`src/rtl/mmc_card_spi.sv`:
```
// SPI-mode MMC card responder: decodes 6-byte commands, answers R1 and
// serves 512-byte block reads/writes from a byte-wide backing memory.
module mmc_card_spi #(
    parameter int ADDR_W     = 16,
    parameter int NCR        = 1,
    parameter int NAC        = 2,
    parameter int BUSY_BYTES = 4
) (
    input  logic              clk,
    input  logic              reset,
    input  logic              card_cs,
    input  logic              card_sclk,
    input  logic              card_di,
    output logic              card_do,
    output logic [ADDR_W-1:0] mem_addr,
    input  logic [7:0]        mem_rd_data,
    output logic [7:0]        mem_wr_data,
    output logic              mem_we,
    output logic              card_idle,
    output logic [5:0]        last_cmd
);
    typedef enum logic [3:0] {
        CMD_WAIT, CMD_ARG, NCR_GAP, RESP, RD_GAP, RD_DATA,
        RD_CRC, WR_TOKEN, WR_DATA, WR_CRC, WR_RESP
    } state_e;

    logic [1:0]        cs_q, sclk_q, di_q;
    logic              sclk_prev_q;
    state_e            state_q, state_d, nxt_q, nxt_d, post_resp;
    logic [2:0]        bit_q, bit_d;
    logic [6:0]        rx_q, rx_d;
    logic [7:0]        tx_q, tx_d;
    logic              do_q, do_d;
    logic [9:0]        cnt_q, cnt_d;
    logic [ADDR_W-1:0] arg_q, arg_d, addr_q, addr_d;
    logic [5:0]        idx_q, idx_d, last_q, last_d;
    logic              idle_q, idle_d;
    logic [7:0]        wdata_q, wdata_d;
    logic              we_q, we_d;

    logic              rise, fall, done;
    logic [7:0]        rb, r1;
    logic [ADDR_W-1:0] cnt_ext;

    assign rise    = sclk_q[1] & ~sclk_prev_q;
    assign fall    = ~sclk_q[1] & sclk_prev_q;
    assign rb      = {rx_q, di_q[1]};
    assign done    = rise && (bit_q == 3'd7);
    assign cnt_ext = ADDR_W'(cnt_q);

    // R1 and the post-response state are fixed at the moment R1 is loaded
    always_comb begin
        r1        = 8'h04 | {7'd0, idle_q};
        post_resp = CMD_WAIT;
        case (idx_q)
            6'd0:  r1 = 8'h01;
            6'd1:  r1 = 8'h00;
            6'd17: begin
                r1        = idle_q ? 8'h05 : 8'h00;
                post_resp = idle_q ? CMD_WAIT : RD_GAP;
            end
            6'd24: begin
                r1        = idle_q ? 8'h05 : 8'h00;
                post_resp = idle_q ? CMD_WAIT : WR_TOKEN;
            end
            default: ;
        endcase
    end

    always_comb begin
        state_d = state_q;
        nxt_d   = nxt_q;
        bit_d   = bit_q;
        rx_d    = rx_q;
        tx_d    = tx_q;
        do_d    = do_q;
        cnt_d   = cnt_q;
        arg_d   = arg_q;
        idx_d   = idx_q;
        last_d  = last_q;
        idle_d  = idle_q;
        addr_d  = addr_q;
        wdata_d = wdata_q;
        we_d    = 1'b0;

        // keep the next read byte fetched well ahead of its load point
        if (state_q == RD_GAP)
            addr_d = arg_q;
        else if (state_q == RD_DATA)
            addr_d = arg_q + cnt_ext;

        if (fall) begin
            do_d = tx_q[7];
            tx_d = {tx_q[6:0], 1'b1};
        end
        if (rise) begin
            rx_d  = rb[6:0];
            bit_d = bit_q + 3'd1;
        end

        if (done) begin
            tx_d = 8'hFF;
            case (state_q)
                CMD_WAIT: if (rb[7:6] == 2'b01) begin
                    state_d = CMD_ARG;
                    idx_d   = rb[5:0];
                    cnt_d   = '0;
                end
                CMD_ARG: begin
                    cnt_d = cnt_q + 10'd1;
                    if (cnt_q == 10'd4) begin
                        state_d = NCR_GAP;
                        cnt_d   = '0;
                    end else begin
                        arg_d = {arg_q[ADDR_W-9:0], rb};
                    end
                end
                NCR_GAP: begin
                    cnt_d = cnt_q + 10'd1;
                    if (cnt_q == 10'(NCR - 1)) begin
                        state_d = RESP;
                        tx_d    = r1;
                        nxt_d   = post_resp;
                        last_d  = idx_q;
                        if (idx_q == 6'd0) idle_d = 1'b1;
                        if (idx_q == 6'd1) idle_d = 1'b0;
                    end
                end
                RESP: begin
                    state_d = nxt_q;
                    cnt_d   = '0;
                end
                RD_GAP: begin
                    cnt_d = cnt_q + 10'd1;
                    if (cnt_q == 10'(NAC)) begin
                        state_d = RD_DATA;
                        tx_d    = mem_rd_data;
                        cnt_d   = 10'd1;
                    end else if (cnt_q == 10'(NAC - 1)) begin
                        tx_d = 8'hFE;
                    end
                end
                RD_DATA: begin
                    cnt_d = cnt_q + 10'd1;
                    tx_d  = mem_rd_data;
                    if (cnt_q == 10'd512) begin
                        state_d = RD_CRC;
                        tx_d    = 8'hFF;
                        cnt_d   = '0;
                    end
                end
                RD_CRC: begin
                    cnt_d = cnt_q + 10'd1;
                    if (cnt_q == 10'd1) state_d = CMD_WAIT;
                end
                WR_TOKEN: if (rb == 8'hFE) begin
                    state_d = WR_DATA;
                    cnt_d   = '0;
                end
                WR_DATA: begin
                    we_d    = 1'b1;
                    wdata_d = rb;
                    addr_d  = arg_q + cnt_ext;
                    cnt_d   = cnt_q + 10'd1;
                    if (cnt_q == 10'd511) begin
                        state_d = WR_CRC;
                        cnt_d   = '0;
                    end
                end
                WR_CRC: begin
                    cnt_d = cnt_q + 10'd1;
                    if (cnt_q == 10'd1) begin
                        state_d = WR_RESP;
                        tx_d    = 8'h05;
                        cnt_d   = '0;
                    end
                end
                WR_RESP: begin
                    cnt_d = cnt_q + 10'd1;
                    if (cnt_q < 10'(BUSY_BYTES))
                        tx_d = 8'h00;
                    else
                        state_d = CMD_WAIT;
                end
                default: state_d = CMD_WAIT;
            endcase
        end

        if (cs_q[1]) begin
            state_d = CMD_WAIT;
            bit_d   = '0;
            do_d    = 1'b1;
            tx_d    = 8'hFF;
            cnt_d   = '0;
            we_d    = 1'b0;
        end
    end

    always_ff @(posedge clk) begin
        if (reset) begin
            cs_q        <= 2'b11;
            sclk_q      <= '0;
            di_q        <= '0;
            sclk_prev_q <= 1'b0;
            state_q     <= CMD_WAIT;
            nxt_q       <= CMD_WAIT;
            bit_q       <= '0;
            rx_q        <= '0;
            tx_q        <= 8'hFF;
            do_q        <= 1'b1;
            cnt_q       <= '0;
            arg_q       <= '0;
            idx_q       <= '0;
            last_q      <= '0;
            idle_q      <= 1'b1;
            addr_q      <= '0;
            wdata_q     <= '0;
            we_q        <= 1'b0;
        end else begin
            cs_q        <= {cs_q[0], card_cs};
            sclk_q      <= {sclk_q[0], card_sclk};
            di_q        <= {di_q[0], card_di};
            sclk_prev_q <= sclk_q[1];
            state_q     <= state_d;
            nxt_q       <= nxt_d;
            bit_q       <= bit_d;
            rx_q        <= rx_d;
            tx_q        <= tx_d;
            do_q        <= do_d;
            cnt_q       <= cnt_d;
            arg_q       <= arg_d;
            idx_q       <= idx_d;
            last_q      <= last_d;
            idle_q      <= idle_d;
            addr_q      <= addr_d;
            wdata_q     <= wdata_d;
            we_q        <= we_d;
        end
    end

    assign card_do     = do_q;
    assign mem_addr    = addr_q;
    assign mem_wr_data = wdata_q;
    assign mem_we      = we_q;
    assign card_idle   = idle_q;
    assign last_cmd    = last_q;
endmodule

```
`config.mk`:
```
export PLATFORM = sky130hd
export DESIGN_NAME = mmc_card_spi
export DESIGN_NICKNAME = d
export VERILOG_FILES = /design/src/rtl/mmc_card_spi.sv
export SDC_FILE = /design/constraint.sdc
export NUM_CORES = 1
export LEC_CHECK = 0
export ABC_AREA = 1
export CAP_MARGIN = 30
export CELL_PAD_IN_SITES_DETAIL_PLACEMENT = 0
export CELL_PAD_IN_SITES_GLOBAL_PLACEMENT = 1
export CORE_MARGIN = 2
export CORE_UTILIZATION = 42
export CTS_CLUSTER_DIAMETER = 80
export DETAILED_ROUTE_END_ITERATION = 10
export GPL_ROUTABILITY_DRIVEN = 0
export PLACE_DENSITY = 0.89
export SYNTH_ARGS = -nofsm -noshare
export SYNTH_HDL_FRONTEND = slang
export SYNTH_SLANG_ARGS = --single-unit
```
`constraint.sdc`:
```
create_clock -name clk -period 2.39 [get_ports clk]
set_input_delay 0.478 -clock clk [delete_from_list [all_inputs] [get_ports clk]]
set_output_delay 0.478 -clock clk [all_outputs]
set_load 0.005 [all_outputs]
```
Word level (Yosys, flattened, before mapping) --
Index checks and enable logic that the tools add are counted.
Cells by class: $add $sub $neg 3, multiply operators 0, divide/modulo/power cells 0, magnitude comparators 1, equality and inequality tests 31, shift operators 0, mux-type cells 40, bitwise logic cells 6, reduce and logical (&&, ||, !) cells 18
Operator list (number):
- $pmux 10 s9 | 1
- $mux 10 | 7
- $mux 16 | 4
- $mux 8 | 7
- $pmux 4 s11 | 1
- $mux 4 | 10
- $pmux 8 s5 | 1
- $add 16x10->16 | 1
- $eq 4x3->1 const B | 4
- $ne 2x2->1 const B | 8
- $eq 4x4->1 const B | 3
- $eq 6x5->1 const B | 2
- $reduce_and 11->1 | 1
- $add 10x1->10 const B | 1
- $eq 10x1->1 const B | 1
- $eq 10x10->1 const B | 1
- $eq 10x2->1 const B | 1
- $eq 10x3->1 const B | 1
- $eq 10x9->1 const B | 1
- $logic_not 10->1 | 1
- $lt 10x3->1 const B | 1
- $mux 3 | 3
- $pmux 3 s3 | 1
- $reduce_and 3->1 | 3
- 21 further kinds | 34
Storage, ports and cells: register bits 98, latch bits 0, memory bits (writable) 0, memory bits (read-only) 0, bits of input ports 13, output and inout port bits 33, word-level logic and storage cells 117, memories 0

Logic depth before layout (Yosys ltp) --
Gate-level depths: netlist of run 1.
depth after elaboration 6, mapped depth 13, mapped depth without buffers 12

Worst setup path before layout of run 1 --
OpenSTA, ideal clock, no wires.
path type reg2reg, start point reg cnt_q[0], end point reg addr_q[6] (netlist: mem_addr[6]), library setup time 0.132 ns, arrival 1.703 ns, required time 2.258 ns, slack 0.555 ns, stages on the path, launching flop included 10, path buffers 0, period minus slack after synthesis 1.835 ns, cell sequence dfxtp_1 -> ha_1 -> fa_1 -> nand3_1 -> nand2_1 -> nand3_1 -> nand2_1 -> or2_2 -> nand3_1 -> a21oi_1
On the way: longest elaborated chain between the ends 5
RTL lines:
- from (decl) | line 34 | logic [9:0] cnt_q, cnt_d;
- from (signal assigned) | line 230 | cnt_q <= cnt_d;
- $add 16x10->16 (*) | line 90, 163
- $mux 16 | line 89 | else if (state_q == RD_DATA)
- $mux 16 | line 87 | if (state_q == RD_GAP)
- $mux 16 | line 103 | case (state_q)
- $mux 16 (*) | line 101 | if (done) begin
- to (signal assigned) | line 235 | addr_q <= addr_d;
- to (decl) | line 35 | logic [ADDR_W-1:0] arg_q, arg_d, addr_q, addr_d;
Mark *: on every way between the ends. The rest lies on a longest branch, timed or not. A chain may end at the register's enable or synchronous reset.

Worst setup path after layout of run 1 --
Ends and elaborated chain as after synthesis.

==> key figures, run 1 <==
Clock network
  • Clock latency on the worst-skew pair: between 0.3 and 0.4 ns
  • Clock Root Buffer: clkbuf_16
  • CTS buffer count: 9
  • Post-cts sizing count: 0
  • CTS Hold Bufs: 0
  • Clock Sinks: 96
  • Clock-pin slew on the worst setup and hold paths: 0.07 ns
  • CTS tree: done
  • Clock buffer depth: 2
  • H-tree Lvls: 3
  • Post-CTS Setup Inserts: 0

Cells and area
  • Layout cells sized above 1: roughly 7.9%
  • Commonest non-fill, non-tap cells in the layout: nand2_1 (201), dfxtp_1 (96), inv_1 (93)
  • Antenna Cells: 0
  • Area delta synth->final: 16.8%
  • Most common library cell in the layout ignoring fill and taps: nand2_1
  • # nets final: slightly above 900

Synth
  • Post-synth top flop: dfxtp_1
  • Cell Area, Synth: 0.00551 mm²
  • Synthesized flop and latch total: 96
  • Synth top area share: between 30% and 40%
  • Count of cell types in the netlist: between 40 and 50
  • Syn nets: between 800 and 900
  • Mapped Cells: 843
  • Number of flops mapped to enable cells by yosys: 0
  • Area contributors post-synth: dfxtp_1 (35%), nand2_1 (14%), o21ai_0 (8.3%), nand3_1 (6.5%), inv_1 (6.3%)
  • Post-synthesis sequential area ratio: 34.9%
  • Post-synth top area cell: dfxtp_1
  • Synth warn: 0
  • Synth Area per Inst: around 6.5 µm²
  • Post-synthesis async set-or-reset flop share: 0%

Power
  • Leak: approximately 2.8 nW
  • Pwr Density: just under 500 mW/mm²
  • Maximum vdd drop: 428 µV

Floorplanning
  • Die Y-Extent: 119 µm
  • Chip width: approximately 120 µm
  • I/O pin total: 46
  • Core area: roughly 0.013 mm²
  • Initial core utilization: a little over two fifths
  • Die area: between 0.01 and 0.015 mm²
  • Rows: between 40 and 50

Timing
  • Clk_skew: about 0.0066 ns
  • Rel. slew slack: about three fifths
  • Max-slew violation count: 0
  • Highest clock rate: roughly 500 MHz
  • Tmin final: 2.04 ns
  • Setup TNS: 0 ns
  • Unrepaired setup endpoints after global routing: no
  • Final WS setup: about 0.35 ns
  • Actual slew at the worst max-slew pin: 0.601 ns
  • Final hold violation count: 0
  • Final Setup Violations: 0
  • Ratio of final minimum period to clock period: roughly 85%

GRT
  • Initial antenna violation count: 0
  • First-pass GRT wire length: roughly 24000 µm
  • GR Util All Layers: a little over a fifth
  • Number of global-route vias before repair: between 4k and 5k
  • Largest net degree at the start of global routing: just under 50
  • Total global routing overflow: 0

Drt
  • Post-Route WL: ~15000 µm
  • DRC: 0
  • DRT iter0 DRCs: a little under 400
  • Vias per cell: about 5
  • ANT nets after route: 0
  • DR pass1 iterations: 4
  • Drt wl/cell: ~14 µm
  • Vias: 5442

Outcome
  • Status: finished, final reports clean

Setup path
  • Setup crit start kind: register
  • CP max-delay cell: fa_1
  • Most used cell, CP: nand3_1
  • Worst EP required: approximately 2.6 ns
  • CP Capture Type: register
  • WP data arrival: 2.27 ns
  • R2R cell count: 9
  • Max FO, Critical Path: 7
  • Setup CP Type: reg -> reg
  • Crit-path max cell delay: 0.41 ns
  • Worst path cell trace: ha_1 > fa_1 > nand3_1 > nand2_1 > nand3_1 > nand2_1 > or2_2 > nand3_1 > a21oi_1

Job
  • Max-cap violations: 0

Placed design
  • DP Wirelength: approximately 11000 µm
  • IO buf count: 45
  • Dpl ws: slightly below 0.4 ns

Min path
  • Hold path cells: 2
  • Min-Delay Path Class: reg -> reg
## critical path: cells and delay by family, from the launching register on
family,cells,cell delay [ns]
adder cells (fa/ha/maj),2,0.69
AO/OA/AOI/OAI,1,0.06
flip-flops,1,0.38
AND/OR/NAND/NOR,6,0.79
## layer usage
layer,vias to the layer above,GRT usage [%],wire length (µm)
met3,12,4.54,765
met2,140,34.1,6530
li1,2820,-,-
met5,-,0,0
met1,2470,29.4,7310
met4,0,4.99,161
## area by class of cell
cell class / count / area (µm²)
Clock inverter: 6 / 61.3
Inverter: 105 / 398
Sequential cell: 96 / 1920
Timing Repair Buffer: 54 / 543
Fill cell: 1329 / 6290
Tap cell: 172 / 215
Clock buffer: 10 / 239
Multi-Input combinational cell: 616 / 3060
## logic make-up (layout without fill, tap and decap cells)
kind of cell	count (synthesis)	in the layout	share of synthesized area [%]
AO/OA/AOI/OAI	175	175	16.6
buffers and inverters	131	175	9.67
adder cells (fa/ha/maj)	17	17	4.00
XOR/XNOR	3	3	0.477
AND/OR/NAND/NOR	421	421	34.4
flip-flops	96	96	34.9
## metrics by stage
stage                     std cells  total power [W]  hold WS (ns)  instance area, µm²  utilization, %
final                          1059          0.00316         0.403                6430            50.6
after global placement         1043          0.00175         0.390                6130            48.2
after CTS                      1059          0.00320         0.406                6430            50.6
after detailed placement       1043          0.00175         0.395                6130            48.2
after global routing           1059          0.00327         0.412                6430            50.6
after floorplan                 843          0.00170         0.388                5510               -
## synthesized netlist by cell type (2+ instances only)
cell / number
a21oi_1: 67
or2_2: 5
buf_6: 2
nand3_2: 4
nand4_1: 15
xor2_1: 2
inv_1: 93
nand2_1: 201
clkbuf_1: 11
o211ai_1: 3
nor3_1: 5
dfxtp_1: 96
buf_4: 3
nand3_1: 72
a221oi_1: 3
nor2_2: 6
ha_1: 16
o21ai_1: 7
buf_2: 8
inv_2: 9
nor2_1: 90
nor2_4: 8
nand2_2: 6
o21ai_0: 91
nand2_4: 2
nand3b_1: 3
## power breakdown
group          total [W]  switching (W)  internal (W)
clock            0.00145       0.000690      0.000761
sequential       0.00162      0.0000130       0.00161
combinational  0.0000885      0.0000513     0.0000372
## state kept, by name, summed over array words and instances (netlist names), 2 cells and up
| register | flops |
|---|---|
| mem_wr_data | 8 |
| di_q | 2 |
| rx_q | 7 |
| idx_q | 6 |
| state_q | 4 |
| sclk_q | 2 |
| cs_q | 2 |
| nxt_q | 2 |
| cnt_q | 10 |
| bit_q | 3 |
| arg_q | 16 |
| mem_addr | 16 |
| last_cmd | 6 |
| tx_q | 8 |
## worst paths after layout
check | startpoint | endpoint | slack (ns)
worst max-delay path | cnt_q[0] | mem_addr[6] | 0.35
worst min register to register | di_q[0] | di_q[1] | 0.40
worst min-delay path | di_q[0] | di_q[1] | 0.40
worst max register to register | cnt_q[0] | mem_addr[6] | 0.35
Note: power is estimated with default switching activity, not from simulation.
==> inputs of run 2 (changes only) <==
--- a/config.mk
+++ b/config.mk
@@ -6,7 +6,6 @@
 export NUM_CORES = 1
 export LEC_CHECK = 0
 export ABC_AREA = 1
-export CAP_MARGIN = 30
 export CELL_PAD_IN_SITES_DETAIL_PLACEMENT = 0
 export CELL_PAD_IN_SITES_GLOBAL_PLACEMENT = 1
 export CORE_MARGIN = 2
==> results of run 2 <==
Final layout, timing and power as in run 1 (identical DEF).
